## src/rtl/reg_file_pkg.sv

```systemverilog
// Shared types and default sizes for the register file and its verification environment.
package reg_file_pkg;

    localparam int unsigned WIDTH_DEF   = 32;
    localparam int unsigned DEPTH_DEF   = 16;
    localparam int unsigned ADDRESS_DEF = 4;

    typedef logic [WIDTH_DEF-1:0]   word_t;
    typedef logic [ADDRESS_DEF-1:0] addr_t;

    // Transaction kinds issued by the memory environment
    typedef enum logic [1:0] {
        OP_IDLE  = 2'd0,
        OP_WRITE = 2'd1,
        OP_READ  = 2'd2,
        OP_WR_RD = 2'd3
    } op_e;

endpackage

```

## src/rtl/reg_file_array.sv

```systemverilog
// Storage array: async clear, synchronous write port, combinational read port.
// Out-of-range addresses neither write nor return stored data (read yields 0).
module reg_file_array
    import reg_file_pkg::*;
#(
    parameter int unsigned WIDTH   = WIDTH_DEF,
    parameter int unsigned DEPTH   = DEPTH_DEF,
    parameter int unsigned ADDRESS = ADDRESS_DEF
) (
    input  logic               clk,
    input  logic               rst,
    input  logic               wr_en,
    input  logic [ADDRESS-1:0] address,
    input  logic [WIDTH-1:0]   wr_data,
    output logic [WIDTH-1:0]   rd_data
);

    localparam int unsigned IDX_W = (DEPTH > 1) ? $clog2(DEPTH) : 1;

    logic [WIDTH-1:0] mem [DEPTH];
    logic             in_range;
    logic [IDX_W-1:0] idx;

    assign in_range = ({1'b0, address} < (ADDRESS+1)'(DEPTH));
    assign idx      = IDX_W'(address);

    always_ff @(posedge clk or negedge rst) begin
        if (!rst) begin
            mem <= '{default: '0};
        end else if (wr_en && in_range) begin
            mem[idx] <= wr_data;
        end
    end

    always_comb begin
        rd_data = '0;
        if (in_range) begin
            rd_data = mem[idx];
        end
    end

endmodule

```

## src/rtl/register_file.sv

```systemverilog
// Single-port DEPTH x WIDTH register file with synchronous write and 1-cycle registered read.
// Define REG_FILE_BYPASS_EN to forward in_data on a same-cycle in-range write+read.
module register_file
    import reg_file_pkg::*;
#(
    parameter int unsigned WIDTH   = WIDTH_DEF,
    parameter int unsigned DEPTH   = DEPTH_DEF,
    parameter int unsigned ADDRESS = ADDRESS_DEF
) (
    input  logic               clk,
    input  logic               rst,
    input  logic [WIDTH-1:0]   in_data,
    input  logic [ADDRESS-1:0] address,
    input  logic               wr_en,
    input  logic               rd_en,
    output logic [WIDTH-1:0]   out_data,
    output logic               valid_out
);

    logic [WIDTH-1:0] rd_data;
    logic [WIDTH-1:0] rd_next;
    logic             in_range;

    assign in_range = ({1'b0, address} < (ADDRESS+1)'(DEPTH));

    reg_file_array #(
        .WIDTH   (WIDTH),
        .DEPTH   (DEPTH),
        .ADDRESS (ADDRESS)
    ) u_array (
        .clk     (clk),
        .rst     (rst),
        .wr_en   (wr_en),
        .address (address),
        .wr_data (in_data),
        .rd_data (rd_data)
    );

    // Read source: stored (pre-write) word, or the incoming word when forwarding is built in
    always_comb begin
        rd_next = rd_data;
`ifdef REG_FILE_BYPASS_EN
        if (wr_en && in_range) begin
            rd_next = in_data;
        end
`else
        if (1'b0 && in_range) begin
            rd_next = in_data;
        end
`endif
    end

    always_ff @(posedge clk or negedge rst) begin
        if (!rst) begin
            out_data  <= '0;
            valid_out <= 1'b0;
        end else begin
            valid_out <= rd_en;
            if (rd_en) begin
                out_data <= rd_next;
            end
        end
    end

endmodule

```

## config.mk

```make
export PLATFORM = sky130hd
export DESIGN_NAME = register_file
export DESIGN_NICKNAME = d
export VERILOG_FILES = /design/src/rtl/reg_file_pkg.sv /design/src/rtl/reg_file_array.sv /design/src/rtl/register_file.sv
export SDC_FILE = /design/constraint.sdc
export NUM_CORES = 1
export LEC_CHECK = 0
export ABC_AREA = 1
export ABC_CLOCK_PERIOD_IN_PS = 1450
export BUFFER_PORTS_ARGS = -buffer_cell sky130_fd_sc_hd__buf_2
export CAP_MARGIN = 25
export CELL_PAD_IN_SITES_DETAIL_PLACEMENT = 0
export CELL_PAD_IN_SITES_GLOBAL_PLACEMENT = 1
export CORE_MARGIN = 3
export CORE_UTILIZATION = 47
export DETAILED_ROUTE_END_ITERATION = 10
export PLACE_DENSITY = 0.8
export REMOVE_ABC_BUFFERS = 1
export SLEW_MARGIN = 20
export SYNTH_ARGS = -nofsm -noshare
export SYNTH_HDL_FRONTEND = slang
export SYNTH_SLANG_ARGS = --single-unit
```

## constraint.sdc

```tcl
create_clock -name clk -period 1.45 [get_ports clk]
set_clock_uncertainty 0.1 [all_clocks]
set_input_delay 0.145 -clock clk [delete_from_list [all_inputs] [get_ports clk]]
set_output_delay 0.145 -clock clk [all_outputs]
set_load 0.1 [all_outputs]
```

* Word-level counts from Yosys, hierarchy flattened
Index checks and enable logic that the tools add are counted.
** Word-level totals
- Output and inout port bits :: 33
- ROM bits :: 0
- Input bits :: 40
- Bits in registers :: 545
- Word-level logic and storage cells :: 28
- Bits in latches :: 0
- RAM bits :: 0
- Memories kept :: 0
** Cells by class
- $lt $le $gt $ge :: 2
- Reductions and logical operators :: 1
- Eq/ne operators :: 0
- Shift-type cells :: 0
- Muxes and demuxes :: 6
- Multipliers :: 0
- Add/subtract/negate cells :: 0
- Bitwise logic cells :: 1
- Div/mod/pow operators :: 0
** Operators by type and width (number)
- $bwmux W512 :: 1
- $bmux W32 S4 :: 1
- $demux W32 S4 :: 1
- $mux W32 :: 3
- $ge A5 B5 Y1 const B :: 1
- $lt A5 B1 Y1 const B :: 1
- $not A4 Y5 :: 1
- $logic_and A1 B1 Y1 :: 1

* Longest topological paths before layout
- Depth after elaboration :: 6
- Gate-level depth with buffers :: 12
- Gate-level depth less buffers :: 9

* Modules after synthesis
Synthesis repeated with hierarchy kept, for this count alone.
** Second synthesis, totals
- Cells, all modules :: 3402
- Area total of the unflattened synthesis :: 25209.2 um^2
** Modules (own cells, without submodules)
- reg_file_array :: times used 1, area each 23891.7 um^2, seq. area each 12812.3 um^2, cells each 3265
- register_file :: times used 1, area each 1317.5 um^2, seq. area each 825.8 um^2, cells each 137

* Worst setup path after synthesis
OpenSTA, ideal clock, no wires.
- Path kind :: input port to flip-flop
- Start point :: input port address[0]
- End point :: register u_array.mem[342] (netlist bit)
- Required time :: 1.213 ns
- Setup time :: 0.137 ns
- Arrival :: 1.124 ns
- Buffers on the path :: 2
- Cell stages on the path :: 5
- Setup slack :: 0.089 ns
- Cells stage by stage :: buf_2 nand3_2 nor2_2 clkbuf_1 a21oi_1
** On the way
- Cells in the longest elaborated chain, start to end :: 6
- Elaborated cells between the ends (all ways) :: 7
- Classes of those cells :: order compare: 2; mux: 3; bitwise: 1; reduce/logical: 1
** RTL lines
- start: declaration :: line register_file.sv:13 : input logic [ADDRESS-1:0] address,
- $not A4 Y5 (implied by the code) * :: line reg_file_array.sv:31 : mem[idx] <= wr_data;
- $ge A5 B5 Y1 (implied by the code) or $lt A5 B1 Y1 (tied branches) :: line reg_file_array.sv:31
- $logic_and A1 B1 Y1 (implied by the code) :: line reg_file_array.sv:31
- $mux W32 (implied by the code) :: line reg_file_array.sv:31
- $demux W32 S4 * :: line reg_file_array.sv:31
- $bwmux W512 * :: line reg_file_array.sv:31
- end signal: indexed assignment :: line reg_file_array.sv:31
- end: declaration :: line reg_file_array.sv:20 : logic [WIDTH-1:0] mem [DEPTH];
Mark *: on every way between the ends. The rest lies on a longest branch, timed or not.
A chain may end at the register's enable or synchronous reset.

* Final worst setup path
- Start point :: register out_data[27]
- End point :: output port out_data[27]
** RTL lines
- start: declaration :: line register_file.sv:16 : output logic [WIDTH-1:0] out_data,
- start signal: assignment :: line register_file.sv:60 : out_data <= rd_next;
No word-level cell between the ends.

==> results.cfg <==
[power_and_ir_drop]
power.density_nw_per_um2 = 1490
swShare = 0.299
p_leak_nw = 14.8
vdd_drop_max_v = 0.000980
power_mw = 45.1
sequentialPowerShare = 0.452
pwr-share-clk = 0.347
p_sw_mw = 13.5
p_int_mw = 31.6
p_comb_frac = 0.201

[floorplanning]
die_h_um = 235
die_area_um2 = 55400
pin_count = 73
start_util = 0.478
core_area_um2 = 51700
fp-row-count = 83
die_x_um = 235

[cts]
cts_inserted_buffers = 59
clk_latency_ns = 0.62
clock_sinks = 545
clockBufferDepth = 3
h-tree-depth = 2
cts_root_buf = clkbuf_16
cts_tree = done
clkTransAtPathRegs_ns = 0.06

[yosys]
ys_seq_elements = 545
yosys_warnings = 0
synth_top_family_by_area = simple AND/OR/NAND/NOR gates
seq_area_frac_synth = 0.552
post_synth_mux_area_share = 0
synth_area_um2 = 24700
synth_fa_ha_area_frac = 0
netlist.area_leader.share = 0.552
synth_cells = 3180
synth_largest_area_cell = dfrtp_1
synth-compound-area-share = 0.104
synth.area.top_cells = dfrtp_1 (55%), nand2_1 (19%), nor2_1 (5.3%), a21oi_1 (5.2%), nand3_1 (3.3%)
synth_cell_type_count = 21
synth-simple-area-share = 0.295
synth_area_per_cell_um2 = 7.77
synth_xor_area_frac = 0

[cells_and_area]
area_delta_synth_final_pct = 22.1
drive_gt1_frac = 0.116
diodes = 0
fin_nets = 3332
final_cell_mix = nand2_1 (1,273), dfrtp_1 (540), nor2_1 (352)
final_util = 0.584
final_cell_count_no_fill = 4021
final_common_cell = nand2_1

[critical_path]
slowest_stage = dfrtp_2
ff2ff_path_depth = 8
max_stage_delay_ns = 0.44
worst-setup-path-type = register to output port
reg2reg_to = out_data[16]
critical_path.startpoint = out_data[27]
r2r_setup_slack_ns = 0.12
cp_data_required_time_ns = 1.21
worst-path-buf-inv = 1
crit_chain = buf_12
critical-path-top-delay-family = flip-flops
worst_setup_path_end_kind = output port
crit_fanout = 2
critPathLaunchType = register
crit_arrival_ns = 1.24
r2r-start = u_array.mem[464]
crit_end = out_data[27]
crit_cells = 1

[sta]
setup_viol = 16
fmax_ghz = 0.676
min_period_ns = 1.48
slew_headroom = 0.619
tightest_slew_ns = 0.571
period_share = 1.02
hold_viol_final = 0
fin_ws_ns = -0.0300
slew_violations = 0
rsz0062_at_grt = yes

[global_route]
grt_max_degree = 69
gr-total-overflow = 0
first_global_vias = 20400
grt_antenna_before_repair = 0
grt_pass1_wl_um = 117000
grtUsageTotal = 0.266

[placement]
dp.cells = 3866
gp_congestion = 0.814
place_ws_ns = -0.158
hpwl_um = 44900
port_buffers = 72

[routing]
vias_per_cell = 5.32
drt_first_pass_iters = 5
vias = 21400
wl_um = 73600
ant_nets = 0
drt_iter0_drc = 1883
drc = 0
wire_per_inst_um = 18.3

[status]
outcome = complete, but fails checks
violations = setup timing

[flow_run]
max_cap_viol_count = 0

[hold_path]
holdCritPathClass = primary input to register
min_path_cells = 7
## cell usage after synthesis, drive strengths merged
cell	number
nor3	2
o21ai	256
nand4	33
inv	40
dfrtp	545
a21oi	256
nand2	1281
clkbuf	119
nor2	362
nand3	166
buf	120
## through the flow
step	hold slack [ns]	setup TNS, ns	instance area, µm²
final	0.129	-0.211	30200
after global routing	0.157	-1.39	30200
after CTS	0.113	-1.39	30100
after detailed placement	-0.0476	-34.16	27200
after global placement	-0.0440	-25.20	27200
after floorplan	-0.251	-726.83	23700
## flip-flops by register name, summed over array words and instances, names as in the netlist
name         flops
u_array.mem    512
out_data        32
valid_out        1
## what timing repair did
action,CTS,global route
hold endpoints to repair,1079,0
hold buffers,35,0
setup buffers,6,4
resized for setup,131,7
setup endpoints to repair,33,50
## how the worst min path moves through the flow
stage / from / endpoint / slack (ns)
2_1_floorplan: rst / out_data[0] / -0.25
3_3_place_gp: rst / u_array.mem[42] / -0.04
3_5_place_dp: rst / u_array.mem[10] / -0.05
4_1_cts: address[1] / out_data[12] / 0.11
5_1_grt: address[1] / out_data[12] / 0.16
6_report: address[1] / out_data[12] / 0.13
## per-layer routing
| layer | wire [µm] | track usage | vias to the layer above |
|---|---|---|---|
| met3 | 4400 | 0.0380 | 114 |
| met2 | 34200 | 0.428 | 589 |
| met1 | 33400 | 0.381 | 10300 |
| li1 | - | - | 10400 |
| met4 | 1690 | 0.0701 | 0 |
| met5 | 0 | 0 | - |
## power groups by stage
stage	registers [mW]	clock network, mW	logic [mW]
after floorplan	21.1	0	4.89
after global placement	20.4	0	8.26
after detailed placement	20.5	0	8.49
after CTS	20.3	16.0	9.07
after global routing	20.8	16.6	10.3
final	20.4	15.6	9.05
## worst register-to-register path: stages, from the launching register on
cell     delay (ns)
dfrtp_1        0.39
nand2_1        0.08
nand2_1        0.05
nand2_1        0.05
nand2_1        0.05
nand2_1        0.05
nand3_1        0.09
nor2_1         0.29
nor2_1         0.07
## cells by family (layout without fill, tap and decap cells)
group	count (synthesis)	in the layout
AND/OR/NAND/NOR	1844	1844
flip-flops	545	545
buffers and inverters	279	440
AO/OA/AOI/OAI	512	512
## area by class of cell
| cell class | instances | area [µm²] |
|---|---|---|
| fill | 4681 | 21500 |
| sequential | 545 | 13600 |
| multi-input combinational | 2356 | 9920 |
| timing repair buffer | 290 | 3580 |
| clock buffer | 85 | 1750 |
| tap | 680 | 851 |
| clock inverter | 25 | 288 |
| inverter | 40 | 163 |
No activity file was read; power rests on OpenSTA's default activity.
